==> config.mk <==
export PLATFORM = sky130hd
export DESIGN_NAME = hilo_sched
export DESIGN_NICKNAME = d
export VERILOG_FILES = /design/src/rtl/hilo_sched.sv
export SDC_FILE = /design/constraint.sdc
export NUM_CORES = 1
export LEC_CHECK = 0
export CAP_MARGIN = 20
export CORE_MARGIN = 3
export CORE_UTILIZATION = 30
export CTS_CLUSTER_DIAMETER = 150
export DETAILED_ROUTE_END_ITERATION = 6
export PLACE_DENSITY = 0.59
export SYNTH_ARGS = -nofsm -noshare
export SYNTH_HDL_FRONTEND = slang
export SYNTH_SLANG_ARGS = --single-unit
==> constraint.sdc <==
create_clock -name clk -period 12.6 [get_ports clk]
set_input_delay 1.89 -clock clk [delete_from_list [all_inputs] [get_ports clk]]
set_output_delay 1.89 -clock clk [all_outputs]
set_load 0.1 [all_outputs]
==> src/rtl/hilo_sched.sv <==
// HI/LO register pair and sequencer for the shared iterative mul/div engine.
// States: IDLE accept op | ISSUE engine start pulse | WAIT await done or timeout | WB retire, PC advances.
module hilo_sched #(
  parameter int TIMEOUT = 64,
  parameter int CNT_W   = 7
) (
  input  logic        clk,
  input  logic        rst,
  input  logic        op_valid,
  input  logic [2:0]  op,
  input  logic [31:0] rs_data,
  input  logic [31:0] rt_data,
  output logic        stall,
  output logic [31:0] hi_out,
  output logic [31:0] lo_out,
  output logic        div0,
  output logic        timeout,
  output logic        eng_start,
  output logic        eng_is_div,
  output logic        eng_signed,
  output logic [31:0] eng_a,
  output logic [31:0] eng_b,
  input  logic        eng_done,
  input  logic [31:0] eng_hi,
  input  logic [31:0] eng_lo
);

  localparam logic [2:0] OP_DIV   = 3'b001;
  localparam logic [2:0] OP_DIVU  = 3'b010;
  localparam logic [2:0] OP_MULT  = 3'b011;
  localparam logic [2:0] OP_MULTU = 3'b100;
  localparam logic [2:0] OP_MTHI  = 3'b101;
  localparam logic [2:0] OP_MTLO  = 3'b110;

  typedef enum logic [1:0] {IDLE, ISSUE, WAIT, WB} state_t;

  state_t           state;
  logic [CNT_W-1:0] cnt;
  logic             is_div_op;
  logic             eop;
  logic             dz;

  assign is_div_op = (op == OP_DIV) || (op == OP_DIVU);
  assign eop = op_valid && (is_div_op || (op == OP_MULT) || (op == OP_MULTU));
  assign dz  = is_div_op && (rt_data == 32'd0);

  assign stall = ((state == IDLE) && eop && !dz) || (state == ISSUE) || (state == WAIT);

  always_ff @(posedge clk or posedge rst) begin
    if (rst) begin
      state      <= IDLE;
      cnt        <= '0;
      hi_out     <= '0;
      lo_out     <= '0;
      div0       <= 1'b0;
      timeout    <= 1'b0;
      eng_start  <= 1'b0;
      eng_is_div <= 1'b0;
      eng_signed <= 1'b0;
      eng_a      <= '0;
      eng_b      <= '0;
    end else begin
      eng_start <= 1'b0;
      div0      <= 1'b0;
      timeout   <= 1'b0;
      case (state)
        IDLE: begin
          if (eop && !dz) begin
            eng_a      <= rs_data;
            eng_b      <= rt_data;
            eng_is_div <= is_div_op;
            eng_signed <= (op == OP_DIV) || (op == OP_MULT);
            eng_start  <= 1'b1;
            state      <= ISSUE;
          end else if (eop) begin
            div0 <= 1'b1;
          end else if (op_valid && (op == OP_MTHI)) begin
            hi_out <= rs_data;
          end else if (op_valid && (op == OP_MTLO)) begin
            lo_out <= rs_data;
          end
        end
        ISSUE: begin
          cnt   <= '0;
          state <= WAIT;
        end
        WAIT: begin
          // A done in the final allowed cycle still wins over the timeout.
          if (eng_done) begin
            hi_out <= eng_hi;
            lo_out <= eng_lo;
            state  <= WB;
          end else if (cnt == CNT_W'(TIMEOUT - 1)) begin
            timeout <= 1'b1;
            state   <= WB;
          end else begin
            cnt <= cnt + 1'b1;
          end
        end
        WB:      state <= IDLE;
        default: state <= IDLE;
      endcase
    end
  end

endmodule

# [After elaboration in Yosys (flattened, before gate mapping)]
# Cells that the tools add are included.
[classes] muxes=26 eq_ne=20 add_sub_neg=1 reduce_logical=23
[op_table] cell="2-to-1 mux 32 bit" n=9
[op_table] cell="one-hot mux 32 bit (2 select lines)" n=2
[op_table] cell="zero test 32 bit" n=1
[op_table] cell="2-to-1 mux 7 bit" n=2
[op_table] cell="one-hot mux 7 bit (2 select lines)" n=1
[op_table] cell="inequality test 2 bit (second input constant)" n=6
[op_table] cell="== test 3 bit (second input constant)" n=3
[op_table] cell="2-to-1 mux 1 bit" n=8
[op_table] cell="one-hot mux 2 bit (4 select lines)" n=1
[op_table] cell="adder 7 x 1 -> 7 bit (second input constant)" n=1
[op_table] cell="== test 7 x 6 -> 1 bit (second input constant)" n=1
[op_table] cell="logical AND 1 bit" n=7
[op_table] cell="== test 3 x 2 -> 1 bit (second input constant)" n=2
[op_table] cell="logical OR 1 bit" n=6
[op_table] cell="2-to-1 mux 2 bit" n=3
[op_table] cell="inequality test 2 x 1 -> 1 bit (second input constant)" n=3
[op_table] cell="AND reduction 6 bit" n=1
[op_table] cell="AND reduction 5 bit" n=1
[op_table] cell="== test 2 bit (second input constant)" n=2
[op_table] cell="AND reduction 2 bit" n=2
[op_table] cell="nonzero test 2 bit" n=2
[op_table] cell="== test 3 x 1 -> 1 bit (second input constant)" n=1
[op_table] cell="inequality test 3 x 2 -> 1 bit (second input constant)" n=1
[op_table] cell="AND reduction 3 bit" n=1
[op_table] cell="3 further kinds" n=3
[totals] output_inout_bits=134 inputBits=135 reg_bits=142 wordCells=81

# [Depth between registers and ports, before layout]
# Gate-level depths: netlist of the first run.
[logic_depth] ltp_word=9 mapped_depth=8 depth_no_buf=7

# [Worst setup path before layout of the first run]
# OpenSTA, ideal clock, no wires.
[synth_path] kind="in2out" from="in rt_data[18]" to="out stall" t_arrival_ns=3.612 path_slack_ns=7.098 path_stages=6 t_required_ns=10.710 path_buffers=1 path_cell_list="nor4_1 > nand4_1 > o31ai_2 > buf_4 > inv_2 > or3_1"
[synth_between] elab_chain_cells=6
[synth_lines] element="start, declared" line_no="12" rtl="input logic [31:0] rt_data,"
[synth_lines] element="zero test 32 bit" line_no="45" rtl="assign dz = is_div_op && (rt_data == 32'd0);"
[synth_lines] element="logical AND 1 bit" line_no="45"
[synth_lines] element="zero test 1 bit" line_no="47" rtl="assign stall = ((state == IDLE) && eop && !dz) || (state == ISSUE) || (state == WAIT);"
[synth_lines] element="logical AND 1 bit" line_no="47"
[synth_lines] element="logical OR 1 bit (2 in a row)" line_no="47"
[synth_lines] element="end, declared" line_no="13" rtl="output logic stall,"
# No other way between the ends.

# [Worst setup path after layout of the first run]
[layout_path] from="in rt_data[10]" to="out stall"
# Same word-level chain as after synthesis.

==> run_results.csv, run 1 <==
group,metric,value,unit
grt,grt_pass1_vias,5229,
synth,synth_top_area_share,59.8,%
layout,drive_gt1_share,10.1,%
floorplan,fp.coreArea,19100,um2
critical_path,worstPathRequired,10.71,ns
run,cap_violations,0,
clock_network,clock-sinks,142,
synth,synth_edf_count,0,
drt,drcViolationCount,0,
sta,tns,0,ns
grt,antenna_found_initial,0,
critical_path,path_cells,"clkdlybuf4s50_1 > nor4_1 > nand4_1 > o31ai_4 > inv_2 > or3_1 > clkdlybuf4s50_1",
critical_path,start_kind,"input port",
sta,period_minus_slack,6.65,ns
clock_network,htreeDepth,4,
clock_network,hold_buffers,0,
layout,antenna_cells,0,
floorplan,die_area,21500,um2
drt,drt-initial-drc-count,203,
synth,yosys-top-cells-count,"dfrtp_1, a21oi_1, nor2_1, mux2_2, nor2b_1",
critical_path,cp_max_fo,3,
synth,async_flop_share,100,%
critical_path,cp_slowest_stage_delay,0.99,ns
grt,grt_max_degree,103,
synth,synth_area_leaders,"dfrtp_1, a21oi_1, mux2_2",
synth,ys_seq_area_share,59.8,%
drt,drt_pass1_iterations,4,
critical_path,critPathCaptureType,"output port",
layout,area_growth,59.9,%
clock_network,clkSlewWorstSetupHoldPaths,0.06,ns
layout,nFillCells,1726,
drt,wl_per_cell,17.1,um
sta,slew_headroom,31.0,%
grt,overflow,0,
synth,synth_cell_type_count,33,
floorplan,initial_core_util,31.1,%
clock_network,cts-resized-gates,0,
drt,viasPerCell,4.62,
clock_network,cts_tree,"done",
grt,use_met1,21.0,%
synth,synth_ff_type,"dfrtp_1",
outcome,outcome,"finished, final reports clean",
synth,synth_most_common_cell,"dfrtp_1",
grt,busiest_layer,"met2",
grt,grt_util_met2,28.3,%
clock_network,clk_path_buf_depth,2,
sta,period_share,52.8,%
critical_path,crit_slowest_cell,"clkdlybuf4s50_1",
min_path,hp-class,"flip-flop to flip-flop",
sta,finalClockSkew,0.00450,ns
floorplan,die_h,147,um
synth,ys_warn_count,0,
grt,use_met3,5.24,%
grt,grt_pass1_wl,29.1,mm
drt,wl,18.1,mm
synth,synth_area,5940,um2
placement,portBuffers,268,
placement,place_hpwl,13.2,mm
floorplan,die-width,147,um
floorplan,placementRows,50,
critical_path,criticalPathCategory,"input port to output port",
synth,synth_nets,667,
grt,gr-usage-all-layers,17.0,%
floorplan,floorplan.io_pins,269,
synth,syn_area_per_cell,11.3,um2
sta,fmax,150,MHz
sta,finalMaxSlewViolations,0,
sta,tightest_slew,1.03,ns
sta,hold_violations,0,
placement,place_congestion,0.830,
layout,nNetsFinal,929,
drt,ant_nets,0,
clock_network,post_cts_buffers,0,
sta,setup_viol,0,
clock_network,clkLatencyLatePin,0.41,ns
synth,yosysTopAreaCell,"dfrtp_1",
clock_network,root_buffer,"clkbuf_16",
critical_path,cpMostUsedCell,"clkdlybuf4s50_1",
critical_path,crit_arrival,4.76,ns
drt,vias,4907,
synth,ys_ff_latch,142,
sta,grt_setup_unrepaired,"false",
synth,syn_inst,528,
clock_network,numCtsBuffers,17,
[cell usage in the layout, fill, tap and decap left out, types with 4 or more instances in the layout]
cell type,Yosys,routed
clkdlybuf4s50_1,0,268
dfrtp_1,142,142
a21oi_1,131,129
nor2_1,68,68
mux2_2,37,37
nor2b_1,33,33
mux2_1,28,28
clkbuf_16,0,17
nor4_1,8,8
nand2_1,6,6
o21ai_0,5,5
inv_6,0,5
nand2b_1,4,4
and3_1,4,4
xor2_1,4,4
nand4_1,4,4
clkinvlp_4,0,4
buf_4,1,4
[per-layer routing]
metal  wire (um)  vias up  share of wire [%]
met2        9080      156                 50
met4         379        0                2.1
li1            -     2367                  -
met3        1230       25                6.8
met5           0        -                  0
met1        7450     2359                 41
[flip-flops by register name, indices dropped and copies added, names as in the netlist]
name	flops
eng_a	32
state	2
eng_b	32
timeout	1
cnt	7
hi_out	32
eng_is_div	1
lo_out	32
eng_signed	1
div0	1
eng_start	1
[worst max-delay path: cells and delay by family]
kind	cells	cell delay, ns
AO/OA/AOI/OAI	1	0.31
AND/OR/NAND/NOR	3	1.05
buffers and inverters	3	1.49
[per-stage QoR]
stage / setup slack, ns / instance area (um2) / std cells / util (%) / hold WS, ns
global placement: 5.99 / 8890 / 1030 / 46.6 / 0.438
CTS: 5.94 / 9480 / 1062 / 49.7 / 0.456
finish: 5.95 / 9500 / 1063 / 49.8 / 0.446
floorplan: 6.90 / 5940 / 528 / - / 0.413
global route: 5.81 / 9500 / 1063 / 49.8 / 0.489
detailed placement: 5.94 / 8890 / 1030 / 46.6 / 0.435
[area by class of cell]
cell class / count / area (um2) / area share (%)
inverters: 5 / 23.8 / 0.250
clock inverters: 14 / 159 / 1.67
repair buffers: 273 / 2730 / 28.8
flip-flops and latches: 142 / 3550 / 37.4
multi-input cells: 351 / 2270 / 23.9
clock buffers: 18 / 439 / 4.62
well taps: 260 / 325 / 3.42
[cells by family (layout without fill, tap and decap cells)]
family	after synthesis	in the layout	share of synthesized area [%]
buffers and inverters	35	310	2.72
and+or+nand+nor	136	136	11.3
muxes	66	66	12.5
adders and majority gates	4	4	0.842
AOI/OAI and AO/OA	141	141	12.2
xor gates and xnor gates	4	4	0.590
DFF	142	142	59.8
[path summary, 6_finish.rpt]
check | depth (start not counted) | endpoint | start | slack (ns)
max reg2reg | 8 | hi_out[11] | state[0] | 9.62
min | 1 | timeout | cnt[6] | 0.45
max | 7 | stall | rt_data[10] | 5.95
max in group asynchronous | 3 | eng_b[22] | rst | 9.21
min reg2reg | 1 | timeout | cnt[6] | 0.45
min in group asynchronous | 2 | eng_b[19] | rst | 1.92
Power of run 1 is left out: the tool's default activity adds up to more than one toggle a clock period on the data nets, which glitch-free logic cannot reach.
==> run 2, diff against run 1 <==
Clock period 12.6 ns to 6.2 ns, I/O delays scaled along.
==> run 2 against run 1 <==
Net effect:
- register-to-register slack worse by 6.4 ns
- clock-buffer cell count is the same
- cell count stayed put
- clock skew up 0.0018 ns
- final area fell by 0.18%
- critical path type unchanged
- non-clock buffer count is the same
- sequential share of layout area grew 0.069 points
- first-iteration DRC count fell by 35%
==> run_results.csv, run 2 (synthesized netlist as in run 1, its figures left out) <==
group,metric,value,unit
sta,slew_headroom,30.7,%
sta,finalClockSkew,0.00633,ns
sta,tns,0,ns
clock_network,numCtsBuffers,17,
run,cap_violations,0,
critical_path,endpoint,"stall",
drt,drcViolationCount,0,
layout,fin_area,9490,um2
sta,tightest_slew,1.04,ns
layout,drive_gt1_share,9.96,%
grt,gr-usage-all-layers,17.0,%
critical_path,ff2ff_path_depth,8,
min_path,min_from,"cnt[6]",
critical_path,criticalPathCategory,"input port to output port",
clock_network,clkSlewWorstSetupHoldPaths,0.06,ns
floorplan,floorplan.io_pins,269,
layout,antenna_cells,0,
critical_path,crit_family,"buffers and inverters",
critical_path,reg2reg_setup_slack,3.27,ns
drt,vias,5045,
layout,multi_input_area,2270,um2
placement,dpl_cell_area,8890,um2
sta,setup_viol,0,
sta,grt_setup_unrepaired,"false",
floorplan,fp.coreArea,19100,um2
floorplan,initial_core_util,31.1,%
floorplan,die-width,147,um
placement,portBuffers,268,
critical_path,start_kind,"input port",
placement,place_hpwl,13.3,mm
critical_path,worstPathRequired,5.27,ns
grt,grt_pass1_wl,29.3,mm
sta,finalMaxSlewViolations,0,
grt,antenna_found_initial,0,
layout,area_growth,59.7,%
grt,grt_pass1_vias,5394,
critical_path,critPathCaptureType,"output port",
layout,nFillCells,1714,
layout,final_cell_mix,"clkdlybuf4s50_1, dfrtp_1, a21oi_1",
critical_path,rr_endpoint,"hi_out[14]",
floorplan,die_h,147,um
clock_network,root_buffer,"clkbuf_16",
clock_network,cts-resized-gates,0,
clock_network,clkLatencyLatePin,0.41,ns
sta,fmax,207,MHz
outcome,outcome,"finished, final reports clean",
critical_path,cpMostUsedCell,"clkdlybuf4s50_1",
min_path,hp-class,"flip-flop to flip-flop",
clock_network,htreeDepth,4,
sta,holdWs,0.439,ns
clock_network,cts_tree,"done",
critical_path,crit_slowest_cell,"clkdlybuf4s50_1",
sta,setup_ws,1.36,ns
sta,period_share,78.1,%
clock_network,clock-sinks,142,
drt,drt-initial-drc-count,131,
critical_path,cp_slowest_stage_delay,0.99,ns
grt,grt_max_degree,103,
critical_path,cp.depth,7,
critical_path,cp_num_buf_inv,3,
floorplan,die_area,21500,um2
drt,viasPerCell,4.75,
floorplan,placementRows,50,
critical_path,r2r-start,"state[0]",
clock_network,post_cts_buffers,0,
layout,seqCellArea,3550,um2
drt,wl_per_cell,17.2,um
layout,final_common_cell,"clkdlybuf4s50_1",
layout,nNetsFinal,929,
clock_network,clk_path_buf_depth,2,
grt,overflow,0,
drt,ant_nets,0,
placement,pre_cts_ws,1.41,ns
critical_path,cp_max_fo,3,
critical_path,path_cells,"clkdlybuf4s50_1 > nor4_1 > nand4_1 > o31ai_4 > inv_2 > or3_1 > clkdlybuf4s50_1",
sta,hold_violations,0,
drt,wl,18.3,mm
placement,place_congestion,0.842,
drt,drt_pass1_iterations,4,
min_path,worstHoldPathCells,1,
sta,period_minus_slack,4.84,ns
critical_path,startpoint,"rt_data[10]",
critical_path,crit_arrival,3.91,ns
clock_network,hold_buffers,0,
==> run 2: cell types whose count changed in the layout (fill, tap and decap cells not counted) <==
cell        before  now
clkinvlp_4       4    5
clkbuf_8         1    0
clkinv_2         1    4
inv_8            1    0
buf_12           1    0
inv_6            5    2
buf_16           0    1
clkbuf_1         0    1
==> run 2: final cells by class <==
class                   instances  area share [%]
multi-input cells             351            23.9
well taps                     260            3.43
inverters                       5           0.251
repair buffers                273            28.9
clock inverters                14            1.52
clock buffers                  18            4.52
flip-flops and latches        142            37.5
==> run 2: worst reg2reg max path: cells and delay by family (launching register included) <==
kind	cells	cell delay (ns)
flip-flops	1	0.40
AO/OA/AOI/OAI	3	0.95
AND/OR/NAND/NOR	1	0.11
adder cells (fa/ha/maj)	1	0.40
buffers and inverters	3	0.98
==> run 2: metal layers <==
layer,vias up,share of wire [%],routed length (um),global-route usage [%]
li1,2372,-,-,-
met2,151,52,9600,30.2
met5,-,0,0,0
met1,2498,39,7100,19.4
met3,24,7.0,1280,5.46
met4,0,1.8,331,5.88
==> run 2: worst min-delay path by stage <==
stage | to
after detailed placement | timeout
after global routing | timeout
after CTS | timeout
after global placement | timeout
final | timeout
after floorplan | timeout
==> run 2: stage by stage <==
stage               util (%)  cells
floorplan                  -    528
global placement        46.6   1030
detailed placement      46.6   1030
CTS                     49.6   1062
global route            49.7   1063
finish                  49.7   1063
Power of run 2 is left out for the same reason.
